===== config.mk =====
export PLATFORM = sky130hd
export DESIGN_NAME = crc_serial_frontend
export DESIGN_NICKNAME = d
export VERILOG_FILES = /design/src/rtl/crc_pkg.sv /design/src/rtl/crc_serial_frontend.sv
export SDC_FILE = /design/constraint.sdc
export NUM_CORES = 1
export LEC_CHECK = 0
export BUFFER_PORTS_ARGS = -buffer_cell sky130_fd_sc_hd__buf_2
export CORE_ASPECT_RATIO = 0.7
export CORE_UTILIZATION = 56
export CTS_BUF_LIST = sky130_fd_sc_hd__clkbuf_16
export DETAILED_ROUTE_END_ITERATION = 16
export PLACE_DENSITY = 0.81
export RECOVER_POWER = 50
export SYNTH_ARGS = -nofsm -noshare
export SYNTH_HDL_FRONTEND = slang
export SYNTH_SLANG_ARGS = --single-unit

===== constraint.sdc =====
create_clock -name CLK -period 2.5 [get_ports CLK]
set_input_delay 0.125 -clock CLK [delete_from_list [all_inputs] [get_ports CLK]]
set_output_delay 0.125 -clock CLK [all_outputs]
set_load 0.01 [all_outputs]

===== src/rtl/crc_pkg.sv =====
// Shared definitions for the serial CRC front end, the CRC engine and their benches.
package crc_pkg;

  typedef enum logic [2:0] {
    IDLE,
    CLR,
    SHIFT,
    COLLECT,
    HOLD
  } state_t;

  localparam int unsigned CRC_DATA_WIDTH = 8;
  localparam int unsigned CRC_CRC_WIDTH  = 8;
  localparam int unsigned CRC_TIMEOUT    = 32;

  function automatic int unsigned max_u(input int unsigned a, input int unsigned b);
    return (a > b) ? a : b;
  endfunction

endpackage


===== src/rtl/crc_serial_frontend.sv =====
// Parallel-to-serial front end for the serial CRC engine: serialises a word LSB-first,
// collects the returned serial CRC bits and presents them as a parallel word.
module crc_serial_frontend
  import crc_pkg::*;
#(
  parameter int unsigned DATA_WIDTH = CRC_DATA_WIDTH,
  parameter int unsigned CRC_WIDTH  = CRC_CRC_WIDTH,
  parameter int unsigned TIMEOUT    = CRC_TIMEOUT
) (
  input  logic                  CLK,
  input  logic                  RST,
  input  logic [DATA_WIDTH-1:0] in_data,
  input  logic                  in_valid,
  output logic                  in_ready,
  output logic                  crc_clr,
  output logic                  ser_data,
  output logic                  ser_active,
  input  logic                  crc_bit,
  input  logic                  crc_valid,
  output logic [CRC_WIDTH-1:0]  out_crc,
  output logic                  out_valid,
  input  logic                  out_ready,
  output logic                  err_timeout
);

  localparam int unsigned CNT_W = $clog2(max_u(DATA_WIDTH, CRC_WIDTH) + 1);
  localparam int unsigned TMO_W = $clog2(TIMEOUT + 1);

  localparam logic [CNT_W-1:0] LAST_SHIFT = CNT_W'(DATA_WIDTH - 1);
  localparam logic [CNT_W-1:0] CRC_DONE   = CNT_W'(CRC_WIDTH);
  localparam logic [TMO_W-1:0] TMO_LAST   = TMO_W'(TIMEOUT - 1);

  state_t                state;
  logic [DATA_WIDTH-1:0] shreg;
  logic [CNT_W-1:0]      cnt;
  logic [TMO_W-1:0]      tmo;

  always_ff @(posedge CLK or posedge RST) begin
    if (RST) begin
      state       <= IDLE;
      in_ready    <= 1'b1;
      crc_clr     <= 1'b0;
      ser_data    <= 1'b0;
      ser_active  <= 1'b0;
      out_crc     <= '0;
      out_valid   <= 1'b0;
      err_timeout <= 1'b0;
      shreg       <= '0;
      cnt         <= '0;
      tmo         <= '0;
    end else begin
      crc_clr     <= 1'b0;
      err_timeout <= 1'b0;
      unique case (state)
        IDLE: begin
          if (in_valid) begin
            shreg    <= in_data;
            in_ready <= 1'b0;
            crc_clr  <= 1'b1;
            state    <= CLR;
          end
        end
        CLR: begin
          // Bit 0 is presented as SHIFT is entered so ser_active spans exactly DATA_WIDTH cycles.
          ser_active <= 1'b1;
          ser_data   <= shreg[0];
          shreg      <= shreg >> 1;
          cnt        <= '0;
          state      <= SHIFT;
        end
        SHIFT: begin
          if (cnt == LAST_SHIFT) begin
            ser_active <= 1'b0;
            ser_data   <= 1'b0;
            cnt        <= '0;
            tmo        <= '0;
            state      <= COLLECT;
          end else begin
            ser_data <= shreg[0];
            shreg    <= shreg >> 1;
            cnt      <= cnt + CNT_W'(1);
          end
        end
        COLLECT: begin
          // The completed word is published one cycle after the last sample lands.
          if (cnt == CRC_DONE) begin
            out_valid <= 1'b1;
            state     <= HOLD;
          end else if (crc_valid) begin
            out_crc <= (out_crc >> 1) | (CRC_WIDTH'(crc_bit) << (CRC_WIDTH - 1));
            cnt     <= cnt + CNT_W'(1);
            tmo     <= '0;
          end else if (tmo == TMO_LAST) begin
            err_timeout <= 1'b1;
            in_ready    <= 1'b1;
            state       <= IDLE;
          end else begin
            tmo <= tmo + TMO_W'(1);
          end
        end
        HOLD: begin
          if (out_ready) begin
            out_valid <= 1'b0;
            in_ready  <= 1'b1;
            state     <= IDLE;
          end
        end
        default: begin
          in_ready <= 1'b1;
          state    <= IDLE;
        end
      endcase
    end
  end

endmodule


## Word-level counts from Yosys, hierarchy flattened

Cells that the tools add are included.

- Bits in registers: 35
- Input port bits: 14
- Output and inout bits: 14
- Word-level logic and storage cells: 88

- $add $sub $neg: 2
- Equality and inequality tests: 19
- Muxes and demuxes: 38
- Bitwise gates (word level): 3
- Reduce and logical (&&, ||, !) cells: 15

Operator list:

| operator | number |
|---|---|
| $mux W6 | 4 |
| $pmux W8 S3 | 1 |
| $mux W3 | 6 |
| $ne A2 B2 Y1 const B | 9 |
| $mux W8 | 2 |
| $mux W1 | 15 |
| $pmux W3 S5 | 1 |
| $mux W4 | 3 |
| $pmux W4 S3 | 1 |
| $pmux W6 S2 | 1 |
| $reduce_and A3 Y1 | 4 |
| $ne A3 B3 Y1 const B | 3 |
| $or A7 B8 Y8 | 1 |
| $add A6 B1 Y6 const B | 1 |
| $eq A3 B2 Y1 const B | 2 |
| $eq A6 B5 Y1 const B | 1 |
| $pmux W1 S2 | 3 |
| $reduce_and A6 Y1 | 1 |
| $reduce_bool A2 Y1 | 3 |
| $reduce_bool A3 Y1 | 2 |
| $reduce_and A5 Y1 | 1 |
| $add A4 B1 Y4 const B | 1 |
| $eq A4 B3 Y1 const B | 1 |
| $eq A4 B4 Y1 const B | 1 |
| other kinds (8) | 9 |

## Longest topological paths before layout

Gate-level depths: netlist (run 1).

- Depth after elaboration: 5
- Depth in mapped cells: 6
- Gate-level depth less buffers: 6

## Worst setup path after synthesis (run 1)

Ideal clock, no wire load.

- Kind: register to register
- From: register cnt[0]
- To: register shreg[0]
- Setup time: 0.125 ns
- Arrival: 1.681 ns
- Required time: 2.375 ns
- Path slack: 0.694 ns
- Cell stages (with the launch flop): 6
- Buffers on the path: 0
- Period minus slack after synthesis: 1.806 ns
- Cells stage by stage: dfrtp_1 > ha_1 > nand3b_1 > a21oi_2 > nor3_4 > mux2_4

- Longest elaborated chain between the ends: 3

Ends and longest elaborated chain:

| item | RTL line | text |
|---|---|---|
| start, declared | crc_serial_frontend.sv:35 | `logic [CNT_W-1:0] cnt;` |
| start signal, assigned | crc_serial_frontend.sv:81 | `cnt <= cnt + CNT_W'(1);` |
| start signal, assigned | crc_serial_frontend.sv:91 | `cnt <= cnt + CNT_W'(1);` |
| $eq A4 B3 Y1 | crc_serial_frontend.sv:72 | `if (cnt == LAST_SHIFT) begin` |
| $ne A2 B2 Y1 (no source line) | n/a |  |
| $reduce_and A3 Y1 (no source line) | n/a |  |
| end signal, assigned | crc_serial_frontend.sv:57 | `shreg <= in_data;` |
| end signal, assigned | crc_serial_frontend.sv:67 | `shreg <= shreg >> 1;` |
| end signal, assigned | crc_serial_frontend.sv:80 | `shreg <= shreg >> 1;` |
| end, declared | crc_serial_frontend.sv:34 | `logic [DATA_WIDTH-1:0] shreg;` |

Every way passes these cells.
A chain may end at the register's enable or synchronous reset.

## Worst setup path after layout (run 1)

- From: register cnt[0]
- To: register shreg[1]

The elaborated chain is that of the path after synthesis.

==> results of run 1 <==
metal layers:
| layer | wire [µm] | share of wire, % | global-route usage, % |
|---|---|---|---|
| met2 | 1610 | 45 | 36.2 |
| met1 | 1670 | 47 | 31.7 |
| met3 | 231 | 6.5 | 6.75 |
| met4 | 55 | 1.5 | 8.00 |
| met5 | 0 | 0 | 0 |
final timing paths:
check / slack [ns] / from / depth (start not counted) / to
min in group asynchronous: 0.49 / RST / 3 / out_crc[6]
max in group asynchronous: 0.77 / RST / 4 / cnt[1]
setup reg to reg: 0.46 / cnt[0] / 5 / shreg[1]
setup / recovery: 0.46 / cnt[0] / 5 / shreg[1]
hold / removal: 0.06 / crc_bit / 2 / out_crc[7]
hold reg to reg: 0.50 / out_crc[0] / 1 / out_crc[0]
where the power goes:
| group | switching [W] | leakage [nW] | internal (W) |
|---|---|---|---|
| Clock | 0.000228 | 0.0658 | 0.000366 |
| Sequential | 0.000215 | 0.446 | 0.000789 |
| Combinational | 0.000543 | 0.433 | 0.000567 |
repair_timing:
| item | in CTS | in global routing |
|---|---|---|
| hold buffers | 1 | 0 |
| buffers inserted | 0 | 0 |
| hold endpoints to repair | 17 | 0 |
sequential cells by signal (all words and copies together), names as in the netlist:
name	cells
ser_active	1
in_ready	1
cnt	4
state	3
out_crc	8
tmo	6
shreg	8
out_valid	1
err_timeout	1
crc_clr	1
ser_data	1
placed cells by master (no fill, tap or decap), types with 2 or more instances in the layout:
cell        synthesis  routed
o21ai_0             4       4
buf_2               3      13
nand4_1             3       3
dfrtp_1            34      34
ha_1                3       3
nand3b_1            3       3
o31ai_1             2       2
nor2b_1             5       5
clkinvlp_4          0       2
o211ai_1            2       2
clkbuf_16           0       5
mux2_1             15      15
clkbuf_1            0      15
nand2_1             5       5
nor3_1              3       3
mux2i_1             4       4
mux2_4              8       8
nor2_1             11      11
xnor2_1             2       2
nand2b_1            3       3
a31oi_1             3       3
a21oi_1             4       4
inv_1               7       8
nand3_1             7       7
cell families (layout without fill, tap and decap cells):
family,count (synthesis),after routing,synth area share [%]
adders and majority gates,3,3,2.08
AOI/OAI and AO/OA,26,26,10.7
muxes,28,28,18.8
xor gates and xnor gates,2,2,0.969
buffers and inverters,13,46,2.91
DFF,35,35,48.5
and+or+nand+nor,50,50,16.1
layout make-up:
class	count	area [µm²]
well taps	36	45.0
clock inverters	3	20.0
inverters	9	33.8
clock buffers	5	125
multi-input cells	109	878
flip-flops and latches	35	877
repair buffers	29	131
fillers	218	812
critical path, delay by kind of cell, from the launching register on:
family,cells,cell delay [ns]
AOI/OAI and AO/OA,1,0.12
adders and majority gates,1,0.24
DFF,1,0.42
muxes,1,0.35
and+or+nand+nor,2,0.79
per-stage QoR:
stage	instance area, µm²	total power [W]	utilization, %
final	2110	0.00271	72.2
after global routing	2110	0.00290	72.2
after CTS	2130	0.00274	72.9
after detailed placement	1980	0.00214	67.6
after global placement	1980	0.00207	67.6
after floorplan	1810	0.00186	-
==> results.sh, run 1 <==
export IMPL_synth_area_mm2=0.00181
export IMPL_dr_total_vias=1355
export IMPL_drc=0
export IMPL_via_per_inst=6.00
export IMPL_synth_top_area_cell="dfrtp_1"
export IMPL_row_count=16
export IMPL_cp_required_ns=2.66
export IMPL_seq_area_frac_synth_pct=48.5
export IMPL_yosysUniqueCellTypes=46
export IMPL_max_vdd_ir_drop_mv=0.688
export IMPL_root_buffer="clkbuf_16"
export IMPL_setup_tns_ns=0
export IMPL_worstPathCellList="ha_1, nand3b_1, a21oi_2, nor3_4, mux2_4"
export IMPL_clock_path_buffers=2
export IMPL_synthTopCellsByArea="dfrtp_1, mux2_1, mux2_4, nor2_1, mux2i_1"
export IMPL_hold_class="primary input to flip-flop"
export IMPL_status="finished, final reports clean"
export IMPL_grt_use_total_pct=23.4
export IMPL_grt_start_max_net_pins=19
export IMPL_cts_tree="done"
export IMPL_yosys_top_cells_count="dfrtp_1, mux2_1, nor2_1"
export IMPL_syn_inst=157
export IMPL_grt_pass1_wl_um=6270
export IMPL_numCtsBuffers=5
export IMPL_first_pass_iters=4
export IMPL_cap_violations=0
export IMPL_portBuffers=27
export IMPL_dpl_hpwl_um=2620
export IMPL_power_density_mw_per_mm2=1280
export IMPL_routed_wl_um=3560
export IMPL_grt_overflow=0
export IMPL_drt_iter0_drc=81
export IMPL_worst_pin_slew_ns=0.914
export IMPL_dp_slack_ns=0.500
export IMPL_place_inst=217
export IMPL_synth_nets=174
export IMPL_crit_path_top_delay_cell="nor3_4"
export IMPL_fin_nets=206
export IMPL_wl_per_cell_um=15.8
export IMPL_die_height_um=49.5
export IMPL_cp_start_kind="flip-flop"
export IMPL_path_class="flip-flop to flip-flop"
export IMPL_die_area_mm2=0.00346
export IMPL_clkTransAtPathRegs_ns=0.06
export IMPL_arrival_ns=2.20
export IMPL_avgSynthCellArea_um2=11.5
export IMPL_min_period_over_period_pct=81.5
export IMPL_rsz0062_at_grt="false"
export IMPL_ys_warn_count=0
export IMPL_first_global_vias=1311
export IMPL_core_area_mm2=0.00292
export IMPL_min_period_ns=2.04
export IMPL_p_leak_nw=0.945
export IMPL_yosysMostFrequentCell="dfrtp_1"
export IMPL_setup_slack_ns=0.464
export IMPL_synth_top_area_share_pct=47.1
export IMPL_start_util_pct=61.9
export IMPL_finalNonFillerCells=226
export IMPL_routabilityCongestion=0.831
export IMPL_insertedDiodeCount=0
export IMPL_ys_flop_type="dfrtp_1"
export IMPL_synth_edf_count=0
export IMPL_cts_htree_levels=2
export IMPL_hold_violations=0
export IMPL_clock_latency_ns=0.28
export IMPL_yosys_register_bits=35
export IMPL_skew_ns=0.00519
export IMPL_relSlewSlack_pct=39.0
export IMPL_cp_end_kind="flip-flop"
export IMPL_maxSlewViolCount=0
export IMPL_ios=28
export IMPL_cts_resized=0
export IMPL_worstPathMaxFanout=8
export IMPL_antenna_found_initial=0
export IMPL_cts_sinks=35
export IMPL_setup_viol=0
export IMPL_drive_above_1_share_pct=20.0
export IMPL_async_flop_share_pct=100
export IMPL_syn2layout_area_growth_pct=16.7
export IMPL_die_x_um=69.9
export IMPL_holdWs_ns=0.0599
export IMPL_slowest_delay_ns=0.51
export IMPL_final_antenna_net_count=0
export IMPL_fmax_ghz=0.491
Power figures use the tool's default switching activity.
==> run 2: changes to the inputs <==
ABC_AREA = 1   (was unset)
CORE_UTILIZATION = 51   (was 56)
PLACE_DENSITY = 0.77   (was 0.81)
clock period = 1.74 ns   (was 2.5 ns; I/O delays follow)
==> run 2 against run 1 <==
Effect of this change: first-iteration DRC count grew 73%; sequential power grew 32%; combinational power grew 40%; worst hold slack is essentially flat; worst setup slack lost 0.28 ns; utilization shrank 6.4 points; wire length grew 5.4%; clock skew shrank 0.0030 ns; synthesized cell count grew 59%; die area grew 13%; clock power grew 38%; count of clock-buffer cells in the layout is the same; critical endpoint is now cnt[1]; largest cell class unchanged; largest power group unchanged; highest routed layer unchanged.
==> results.sh, run 2 <==
export IMPL_yosysMostFrequentCell="nand2_1"
export IMPL_max_vdd_ir_drop_mv=1.20
export IMPL_die_height_um=52.6
export IMPL_min_period_ns=1.56
export IMPL_start_util_pct=56.2
export IMPL_synth_edf_count=0
export IMPL_min_period_over_period_pct=89.5
export IMPL_grt_use_total_pct=22.3
export IMPL_setup_viol=0
export IMPL_ys_flop_type="dfrtp_1"
export IMPL_final_util_pct=65.8
export IMPL_pwr_share_clk_pct=22.3
export IMPL_clock_path_buffers=2
export IMPL_portBuffers=27
export IMPL_cp_end_kind="flip-flop"
export IMPL_die_x_um=74.3
export IMPL_rsz0062_at_grt="false"
export IMPL_cap_violations=0
export IMPL_fin_nets=301
export IMPL_synth_top_area_cell="dfrtp_1"
export IMPL_clock_latency_ns=0.28
export IMPL_relSlewSlack_pct=42.5
export IMPL_first_pass_iters=4
export IMPL_final_antenna_net_count=0
export IMPL_antenna_found_initial=0
export IMPL_p_leak_nw=1.21
export IMPL_grt_overflow=0
export IMPL_grt_start_max_net_pins=36
export IMPL_seq_area_frac_synth_pct=47.0
export IMPL_yosys_register_bits=35
export IMPL_wl_per_cell_um=11.3
export IMPL_yosys_top_cells_count="nand2_1, dfrtp_1, nand3_1"
export IMPL_internal_power_w=0.00213
export IMPL_cts_htree_levels=2
export IMPL_final_common_cell="nand2_1"
export IMPL_routed_wl_um=3750
export IMPL_die_area_mm2=0.00391
export IMPL_rr_startpoint="cnt[0]"
export IMPL_clkTransAtPathRegs_ns=0.05
export IMPL_synth_top_area_share_pct=45.6
export IMPL_layout_common_cells="nand2_1, dfrtp_1, buf_2"
export IMPL_drive_above_1_share_pct=17.5
export IMPL_min_from="in_valid"
export IMPL_drc=0
export IMPL_avgSynthCellArea_um2=7.46
export IMPL_hold_class="primary input to flip-flop"
export IMPL_ios=28
export IMPL_fmax_ghz=0.642
export IMPL_cp_required_ns=1.90
export IMPL_skew_ns=0.00219
export IMPL_grt_pass1_wl_um=6310
export IMPL_synth_nets=267
export IMPL_syn_inst=250
export IMPL_dpl_hpwl_um=2670
export IMPL_worstSetupStartpoint="cnt[0]"
export IMPL_path_class="flip-flop to flip-flop"
export IMPL_cts_resized=0
export IMPL_drt_iter0_drc=140
export IMPL_power_switching_w=0.00155
export IMPL_ys_warn_count=0
export IMPL_core_area_mm2=0.00332
export IMPL_multi_input_area_um2=885
export IMPL_fill_cells=302
export IMPL_p_sw_share_pct=42.1
export IMPL_cts_sinks=35
export IMPL_combPwrFrac_pct=42.0
export IMPL_syn2layout_area_growth_pct=17.2
export IMPL_synth_area_mm2=0.00186
export IMPL_cts_setup_buffers=0
export IMPL_cp_start_kind="flip-flop"
export IMPL_via_per_inst=4.79
export IMPL_worst_pin_slew_ns=0.863
export IMPL_yosysUniqueCellTypes=27
export IMPL_setup_tns_ns=0
export IMPL_reg_top3="out_crc (8), shreg (8), tmo (6)"
export IMPL_numCtsBuffers=5
export IMPL_arrival_ns=1.72
export IMPL_row_count=17
export IMPL_first_global_vias=1344
export IMPL_worstPathMaxFanout=6
export IMPL_maxSlewViolCount=0
export IMPL_insertedDiodeCount=0
export IMPL_root_buffer="clkbuf_16"
export IMPL_seq_area_um2=877
export IMPL_dr_total_vias=1590
export IMPL_routabilityCongestion=0.813
export IMPL_status="finished, final reports clean"
export IMPL_synthTopCellsByArea="dfrtp_1, nand2_1, nand3_1, nor2_1, inv_1"
export IMPL_async_flop_share_pct=100
export IMPL_cts_tree="done"
export IMPL_hold_violations=0
export IMPL_p_seq_share_pct=35.7
export IMPL_power_density_mw_per_mm2=1690
-- run 2: cell count changes after synthesis, sizes merged, moves of 3 or more --
cell    previous run  this run
nand2              5       126
mux2              24         0
nand3              7        20
nor2              12        25
inv                9        21
nor2b              5         0
mux2i              4         0
nand2b             3         0
nand4              4         1
nor3               4         1
-- run 2: worst max-delay path, cell delays in order, from the launching register on --
cell and delay (ns):
dfrtp_1 0.42, inv_1 0.06, ha_1 0.19, nand2_1 0.07, nor2_2 0.06, nand2_2 0.13, inv_1 0.06, nor2_2 0.23
inv_2 0.08, nand2_1 0.07, nand2_1 0.05
-- run 2: cell families after synthesis --
kind of cell / synth area share, %
AOI/OAI and AO/OA: 3.02
xor gates and xnor gates: 0.940
adders and majority gates: 2.01
buffers and inverters: 5.50
DFF: 47.0
and+or+nand+nor: 41.5
-- run 2: layer usage --
layer / global-route usage (%) / share of wire [%] / vias up
li1: - / - / 845
met1: 33.2 / 54 / 704
met2: 30.6 / 40 / 37
met3: 5.77 / 4.6 / 4
met4: 8.49 / 1.3 / 0
met5: 0 / 0 / -
-- run 2: repair_timing --
item,in CTS,in global routing
endpoints found under the hold margin,34,0
endpoints found under the setup margin,0,0
hold buffers,1,0
-- run 2: path summary, 6_finish.rpt --
path                             to  slack (ns)  depth (start not counted)
max                          cnt[1]        0.18                         10
min reg2reg                in_ready        0.47                          2
max in group asynchronous  shreg[4]        0.59                          4
min in group asynchronous    cnt[0]        0.61                          4
max reg2reg                  cnt[1]        0.18                         10
min                         crc_clr        0.06                          3
-- run 2: stage by stage --
step / total power [W] / area [µm²] / setup slack, ns / instances / hold slack [ns]
CTS: 0.00372 / 2200 / 0.192 / 332 / 0.0620
global route: 0.00400 / 2180 / 0.0413 / 332 / 0.0797
finish: 0.00368 / 2180 / 0.182 / 332 / 0.0600
detailed placement: 0.00287 / 2050 / 0.197 / 323 / 0.207
floorplan: 0.00247 / 1860 / 0.382 / 250 / 0.215
global placement: 0.00283 / 2050 / 0.235 / 323 / 0.199
-- run 2: power by group through the flow --
stage / combinational [W] / sequential, W / clock [W]
4_1_cts: 0.00157 / 0.00131 / 0.000838
2_1_floorplan: 0.00113 / 0.00133 / 0
5_1_grt: 0.00177 / 0.00135 / 0.000876
3_5_place_dp: 0.00156 / 0.00132 / 0
3_3_place_gp: 0.00152 / 0.00131 / 0
6_report: 0.00155 / 0.00132 / 0.000821
-- run 2: layout make-up --
| class | count | area share (%) |
|---|---|---|
| Multi-Input combinational cell | 192 | 40.5 |
| Sequential cell | 35 | 40.1 |
| Timing Repair Buffer | 29 | 6.47 |
| Clock buffer | 5 | 5.73 |
| Inverter | 21 | 3.95 |
| Tap cell | 47 | 2.69 |
| Clock inverter | 3 | 0.515 |
